<file path="src/rtl/sysid_info_regs_if.sv">
// ---------------------------------------------------------------------------
// sysid_info_regs_if
// Avalon-MM slave bundle for the system-identification register block.
//   address       word address (ADDR_W bits)
//   read / write  single-cycle transfer strobes
//   writedata     32-bit write data
//   byteenable    per-byte write lanes
//   readdata      registered read data, driven by the slave
//   readdatavalid one-cycle pulse marking readdata, driven by the slave
// ---------------------------------------------------------------------------
interface sysid_info_regs_if #(
  parameter int ADDR_W = 4
) ();

  logic [ADDR_W-1:0] address;
  logic              read;
  logic              write;
  logic [31:0]       writedata;
  logic [3:0]        byteenable;
  logic [31:0]       readdata;
  logic              readdatavalid;

  modport master (
    output address, read, write, writedata, byteenable,
    input  readdata, readdatavalid
  );

  modport slave (
    input  address, read, write, writedata, byteenable,
    output readdata, readdatavalid
  );

endinterface

</file>
<file path="src/rtl/sysid_info_regs.sv">
// ---------------------------------------------------------------------------
// sysid_info_regs
// System ID / build timestamp / capability / scratch / user constant words
// plus a prescaled 64-bit uptime counter with a coherent high-word snapshot.
// Reads are registered with a fixed latency of one cycle.
//   clock    sole clock, rising edge
//   reset_n  asynchronous active-low reset
//   bus      Avalon-MM slave (see sysid_info_regs_if)
// ---------------------------------------------------------------------------
module sysid_info_regs #(
  parameter logic [31:0] SYSTEM_ID = 32'h511E_D0FA,
  parameter logic [31:0] TIMESTAMP = 32'd0,
  parameter logic [7:0]  VERSION   = 8'd2,
  parameter int          ADDR_W    = 4,
  parameter int          NUM_USER  = 2,
  parameter logic [((NUM_USER > 0) ? NUM_USER : 1)*32-1:0] USER_WORDS = '0,
  parameter int          PRESCALE  = 1
) (
  input logic               clock,
  input logic               reset_n,
  sysid_info_regs_if.slave  bus
);

  localparam logic [ADDR_W-1:0] ADDR_SYSID     = ADDR_W'(0);
  localparam logic [ADDR_W-1:0] ADDR_TIMESTAMP = ADDR_W'(1);
  localparam logic [ADDR_W-1:0] ADDR_UPTIME_LO = ADDR_W'(2);
  localparam logic [ADDR_W-1:0] ADDR_UPTIME_HI = ADDR_W'(3);
  localparam logic [ADDR_W-1:0] ADDR_SCRATCH   = ADDR_W'(4);
  localparam logic [ADDR_W-1:0] ADDR_CAPS      = ADDR_W'(5);

  localparam logic [31:0] CAPS_WORD   = {16'(NUM_USER), 8'(ADDR_W), VERSION};
  localparam logic [15:0] PRE_LAST    = 16'(PRESCALE - 1);

  logic [63:0] r_counter;
  logic [15:0] r_preCnt;
  logic [31:0] r_hiShadow;
  logic [31:0] r_scratch;
  logic [31:0] r_readdata;
  logic        r_readdatavalid;

  logic [31:0] w_readMux;
  logic [31:0] w_scratchNext;
  logic        w_wrEn;
  logic        w_clear;
  logic        w_tick;

  // A simultaneous read takes priority, so the write is simply dropped.
  assign w_wrEn  = bus.write & ~bus.read;
  assign w_clear = w_wrEn & (bus.address == ADDR_UPTIME_LO);
  assign w_tick  = (r_preCnt == PRE_LAST);

  assign bus.readdata      = r_readdata;
  assign bus.readdatavalid = r_readdatavalid;

  // Read multiplexer; the uptime value is the pre-increment counter so the
  // LO word and the shadowed HI word always come from the same sample.
  always_comb begin
    w_readMux = 32'd0;
    case (bus.address)
      ADDR_SYSID:     w_readMux = SYSTEM_ID;
      ADDR_TIMESTAMP: w_readMux = TIMESTAMP;
      ADDR_UPTIME_LO: w_readMux = r_counter[31:0];
      ADDR_UPTIME_HI: w_readMux = r_hiShadow;
      ADDR_SCRATCH:   w_readMux = r_scratch;
      ADDR_CAPS:      w_readMux = CAPS_WORD;
      default: begin
        for (int k = 0; k < NUM_USER; k++) begin
          if (bus.address == ADDR_W'(6 + k)) begin
            w_readMux = USER_WORDS[k*32 +: 32];
          end
        end
      end
    endcase
  end

  // Byte-lane merge for scratch writes.
  always_comb begin
    w_scratchNext = r_scratch;
    for (int b = 0; b < 4; b++) begin
      if (bus.byteenable[b]) begin
        w_scratchNext[8*b +: 8] = bus.writedata[8*b +: 8];
      end
    end
  end

  // Prescaler and 64-bit uptime counter; a clear write beats a tick.
  always_ff @(posedge clock or negedge reset_n) begin
    if (!reset_n) begin
      r_counter <= '0;
      r_preCnt  <= '0;
    end else if (w_clear) begin
      r_counter <= '0;
      r_preCnt  <= '0;
    end else if (w_tick) begin
      r_counter <= r_counter + 64'd1;
      r_preCnt  <= '0;
    end else begin
      r_preCnt  <= r_preCnt + 16'd1;
    end
  end

  // Registered read path; only a LO read refreshes the high-word shadow.
  always_ff @(posedge clock or negedge reset_n) begin
    if (!reset_n) begin
      r_readdata      <= '0;
      r_readdatavalid <= 1'b0;
      r_hiShadow      <= '0;
    end else begin
      r_readdatavalid <= bus.read;
      if (bus.read) begin
        r_readdata <= w_readMux;
        if (bus.address == ADDR_UPTIME_LO) begin
          r_hiShadow <= r_counter[63:32];
        end
      end
    end
  end

  // Scratch register.
  always_ff @(posedge clock or negedge reset_n) begin
    if (!reset_n) begin
      r_scratch <= '0;
    end else if (w_wrEn && (bus.address == ADDR_SCRATCH)) begin
      r_scratch <= w_scratchNext;
    end
  end

endmodule

</file>
<file path="src/flat_wrapper.sv">
// flat-port wrapper written by rule: the top's interface ports become plain ports
module sysid_info_regs_flat 
#(
  parameter logic [31:0] SYSTEM_ID = 32'h511E_D0FA,
  parameter logic [31:0] TIMESTAMP = 32'd0,
  parameter logic [7:0]  VERSION   = 8'd2,
  parameter int          ADDR_W    = 4,
  parameter int          NUM_USER  = 2,
  parameter logic [((NUM_USER > 0) ? NUM_USER : 1)*32-1:0] USER_WORDS = '0,
  parameter int          PRESCALE  = 1
)
  (clock, reset_n, bus_address, bus_read, bus_write, bus_writedata, bus_byteenable, bus_readdata, bus_readdatavalid);
  sysid_info_regs_if #(.ADDR_W(ADDR_W)) bus_i ();
  input logic clock;
  input logic reset_n;
  input wire logic [$bits(bus_i.address)-1:0] bus_address;
  input wire logic [$bits(bus_i.read)-1:0] bus_read;
  input wire logic [$bits(bus_i.write)-1:0] bus_write;
  input wire logic [$bits(bus_i.writedata)-1:0] bus_writedata;
  input wire logic [$bits(bus_i.byteenable)-1:0] bus_byteenable;
  output wire logic [$bits(bus_i.readdata)-1:0] bus_readdata;
  output wire logic [$bits(bus_i.readdatavalid)-1:0] bus_readdatavalid;
  assign bus_i.address = bus_address;
  assign bus_i.read = bus_read;
  assign bus_i.write = bus_write;
  assign bus_i.writedata = bus_writedata;
  assign bus_i.byteenable = bus_byteenable;
  assign bus_readdata = bus_i.readdata;
  assign bus_readdatavalid = bus_i.readdatavalid;
  sysid_info_regs #(.SYSTEM_ID(SYSTEM_ID), .TIMESTAMP(TIMESTAMP), .VERSION(VERSION), .ADDR_W(ADDR_W), .NUM_USER(NUM_USER), .USER_WORDS(USER_WORDS), .PRESCALE(PRESCALE)) u_core (.clock(clock), .reset_n(reset_n), .bus(bus_i));
endmodule
</file>
<file path="config.mk">
export PLATFORM = sky130hd
export DESIGN_NAME = sysid_info_regs_flat
export DESIGN_NICKNAME = d
export VERILOG_FILES = /design/src/rtl/sysid_info_regs_if.sv /design/src/rtl/sysid_info_regs.sv /design/src/flat_wrapper.sv
export SDC_FILE = /design/constraint.sdc
export NUM_CORES = 1
export LEC_CHECK = 0
export BUFFER_PORTS_ARGS = -buffer_cell sky130_fd_sc_hd__clkbuf_2
export CAP_MARGIN = 20
export CORE_AREA = 4 4 136 138
export CTS_CLUSTER_SIZE = 25
export DETAILED_ROUTE_END_ITERATION = 8
export DIE_AREA = 0 0 140 142
export PLACE_DENSITY_LB_ADDON = 0.08
export RECOVER_POWER = 50
export SYNTH_ARGS = -nofsm -noshare
export SYNTH_HDL_FRONTEND = slang
export SYNTH_SLANG_ARGS = --single-unit
</file>
<file path="constraint.sdc">
create_clock -name clock -period 3.36 [get_ports clock]
set_input_delay 0.672 -clock clock [delete_from_list [all_inputs] [get_ports clock]]
set_output_delay 0.672 -clock clock [all_outputs]
set_load 0.1 [all_outputs]
</file>
==> metrics.txt <==
Pins Over Slew Limit 62; fraction of layout cells with a size suffix above 1 21.87%; mapped cell area 8544 um2; Hold Path End u_core.r_scratch[30]; Starting Density 49.75%; leak pwr 4.058 nW; WL final 23.40 mm; Post-DRT Antenna Nets 0; EDFF count, synth 0; CP Capture Type flip-flop; clk root buf clkbuf_16; R2R Path Start u_core.r_counter[1]; Power, Total 5.660 mW; wire length of the first global-routing pass 37.71 mm; outcome complete, but fails checks; Synth top area share 51.84%; slew at the pin closest to its max-slew limit 1.565 ns; Vias 6918; asr flop ratio synth 100.0%; total CTS buffers 17; NumNets Final roughly 940; clk slew on worst S/H paths 0.07 ns; hpwl dp ~17 mm; reg2reg setup slack 0.76 ns; critical path required time 3.68 ns; global route total overflow 0; H-tree depth 4; PwrDens 578.6 nW/um2; Final Hold Viols 0; GRT Util Overall 24.13%; total of max-cap violations 1; Seq/Total Area, Yosys a little over 50%; Crit Path Class input pin to flip-flop; drt first pass iters 5; DRC Markers 0; largest net degree at the start of global routing between 60 and 70; Ys Warns 0; power share of the sequential group 51.2%; synth top area cells dfrtp_1, mux2_2, nand4_1, nor2_1, o22ai_1; die width 140 um; syn nets 875; port bufs 76; Tmin final approximately 2.9 ns; RR Endpoint u_core.r_counter[62]; clock latency on the worst-skew pair around 0.44 ns; TNS Setup 0 ns; Final Core Density 56.95%; Arr. time, crit path 3.18 ns; Wirelength per Cell 20.62 um; HP Class input pin to flip-flop; flops & latches, synth 177; combinational fraction of design power 12.8%; Sw Pwr 1.754 mW; Rows 48; vias in the first global route 6864; largest fanout on the critical path 21; setup bufs post-CTS 0; fill count 1532; hold_buf cts 0; PostCTS Resize Cnt 0; Slew HR -4.344%; diode count 0; Top FF cell, synth dfrtp_1; clk_skew 0.008686 ns; period utilisation layout 84.98%; setup ws final 0.5046 ns; Max Clock Freq between 300 and 400 MHz; GP Congestion slightly above 0.9; antenna violations before repair 0; Die Y 142 um; I/O pin count 77; Hold Slack 0.4584 ns; R2R cell count 6; clock network fraction of total power 36.0%; Net Sw Frac 30.99%; Iter 0 DRT Violations ~480; DR vias/cell 6.095; core area 17180 um2; pre-CTS setup slack 0.7697 ns; CTS max path bufs 2; CTS tree done; Avg Inst Size Synth 10.32 um2; Hold Crit Depth 2; Cell variety after synth 45; Yosys top cell by area dfrtp_1; synth-to-layout area growth 14.48%; clk sink count 177; Pint 3.905 mW; failing checks max-capacitance violations, max-slew violations; critical path startpoint category input pin; Mapped Cells 828; RSZ-0062 raised after global routing false; die area 19880 um2; Final setup viols 0; worst vdd ir 409.4 uV; HP Start bus_writedata[30]
==> final cells by class <==
type,instances,area [um2],area share [%]
multi-input cells,563,3792,38.77
well taps,225,281.5,2.878
clock buffers,17,425.4,4.349
inverters,42,157.7,1.612
clock inverters,15,171.4,1.752
flip-flops and latches,177,4429,45.28
repair buffers,96,524.3,5.359
==> cell usage in the layout, fill, tap and decap left out, types with 5 or more instances in the layout <==
cell type  count
a21oi_1       39
a222oi_1      15
a22oi_1       12
and3_1        14
and4_1         5
buf_4         13
clkbuf_1       5
clkbuf_16     17
clkbuf_2      76
dfrtp_1      177
inv_1         41
mux2_2        61
nand2_1       33
nand3_1       37
nand4_1       42
nor2_1        69
nor3_1        13
nor4_1        17
o21ai_0       33
o22ai_1       32
o2bb2ai_1     12
o31ai_1        8
or3_1         27
or4_1         11
xnor2_1       20
xor2_1        22
==> routing by layer <==
| layer | vias up | share of wire [%] | global-route usage [%] |
|---|---|---|---|
| met1 | 3439 | 46 | 35.42 |
| met4 | 0 | 1.3 | 6.578 |
| met5 | - | 0 | 0 |
| li1 | 3223 | - | - |
| met2 | 227 | 45 | 36.26 |
| met3 | 29 | 7.5 | 5.746 |
==> Yosys cell counts, types with 2 or more instances <==
| master | number |
|---|---|
| a21oi_1 | 39 |
| a2bb2oi_1 | 4 |
| buf_1 | 5 |
| nand2_1 | 33 |
| buf_2 | 4 |
| a222oi_1 | 15 |
| nor3_1 | 14 |
| o31ai_1 | 8 |
| nand4_1 | 42 |
| and4_1 | 5 |
| a21boi_0 | 3 |
| or4_1 | 11 |
| nor2_1 | 69 |
| a22oi_1 | 12 |
| nor4b_1 | 3 |
| xor2_1 | 22 |
| ha_1 | 3 |
| and3_1 | 14 |
| clkbuf_1 | 37 |
| nand3_1 | 37 |
| xnor2_1 | 20 |
| o21a_1 | 2 |
| mux2_2 | 61 |
| dfrtp_1 | 177 |
| nand3b_1 | 3 |
| nor4_1 | 17 |
| o22ai_1 | 32 |
| or2_2 | 4 |
| or3_1 | 27 |
| nor4_2 | 4 |
| inv_1 | 41 |
| and3b_1 | 3 |
| nor3b_1 | 2 |
| o2bb2ai_1 | 12 |
| o21ai_0 | 33 |
==> worst max-delay path: stages <==
cell and delay [ns]:
clkbuf_2 0.18, nor4b_2 0.36, clkbuf_1 0.88, nand2_1 0.16, clkbuf_1 0.48, mux2_2 0.43
==> per-stage QoR <==
stage / instances / area, um2
floorplan: 828 / 8544
global placement: 1103 / 9223
detailed placement: 1103 / 9223
CTS: 1135 / 9819
global route: 1135 / 9782
finish: 1135 / 9782
==> cell families after synthesis <==
logic type	Yosys count	synth area share (%)
AO/OA/AOI/OAI	165	12.70
XOR/XNOR	42	4.305
adder cells (fa/ha/maj)	3	0.4393
buffers and inverters	88	3.924
flip-flops	177	51.84
multiplexers	61	8.039
AND/OR/NAND/NOR	292	18.76
==> state kept, by name, indices dropped and copies added, names as in the netlist <==
name                      cells
u_core.r_preCnt              16
u_core.bus.readdata          32
u_core.bus.readdatavalid      1
u_core.r_counter             64
u_core.r_scratch             32
u_core.r_hiShadow            32
==> worst max-delay path by stage <==
stage,to,depth (start not counted),slack [ns],from
after floorplan,u_core.r_scratch[0],7,0.96,bus_address[2]
after global placement,u_core.r_counter[36],8,0.82,u_core.r_preCnt[0]
after detailed placement,u_core.r_counter[55],6,0.77,bus_address[3]
after CTS,u_core.r_counter[36],6,0.76,u_core.r_preCnt[11]
after global routing,u_core.r_hiShadow[0],5,0.37,bus_read
final,u_core.r_hiShadow[1],6,0.50,bus_address[0]
==> power by group through the flow <==
stage	Sequential [mW]	Clock [mW]	Combinational, mW
global route	2.95	2.16	0.810
finish	2.90	2.04	0.722
global placement	2.91	0	0.709
floorplan	2.82	0	0.479
CTS	2.89	2.07	0.736
detailed placement	2.93	0	0.730
(Power assumes the default switching activity.)
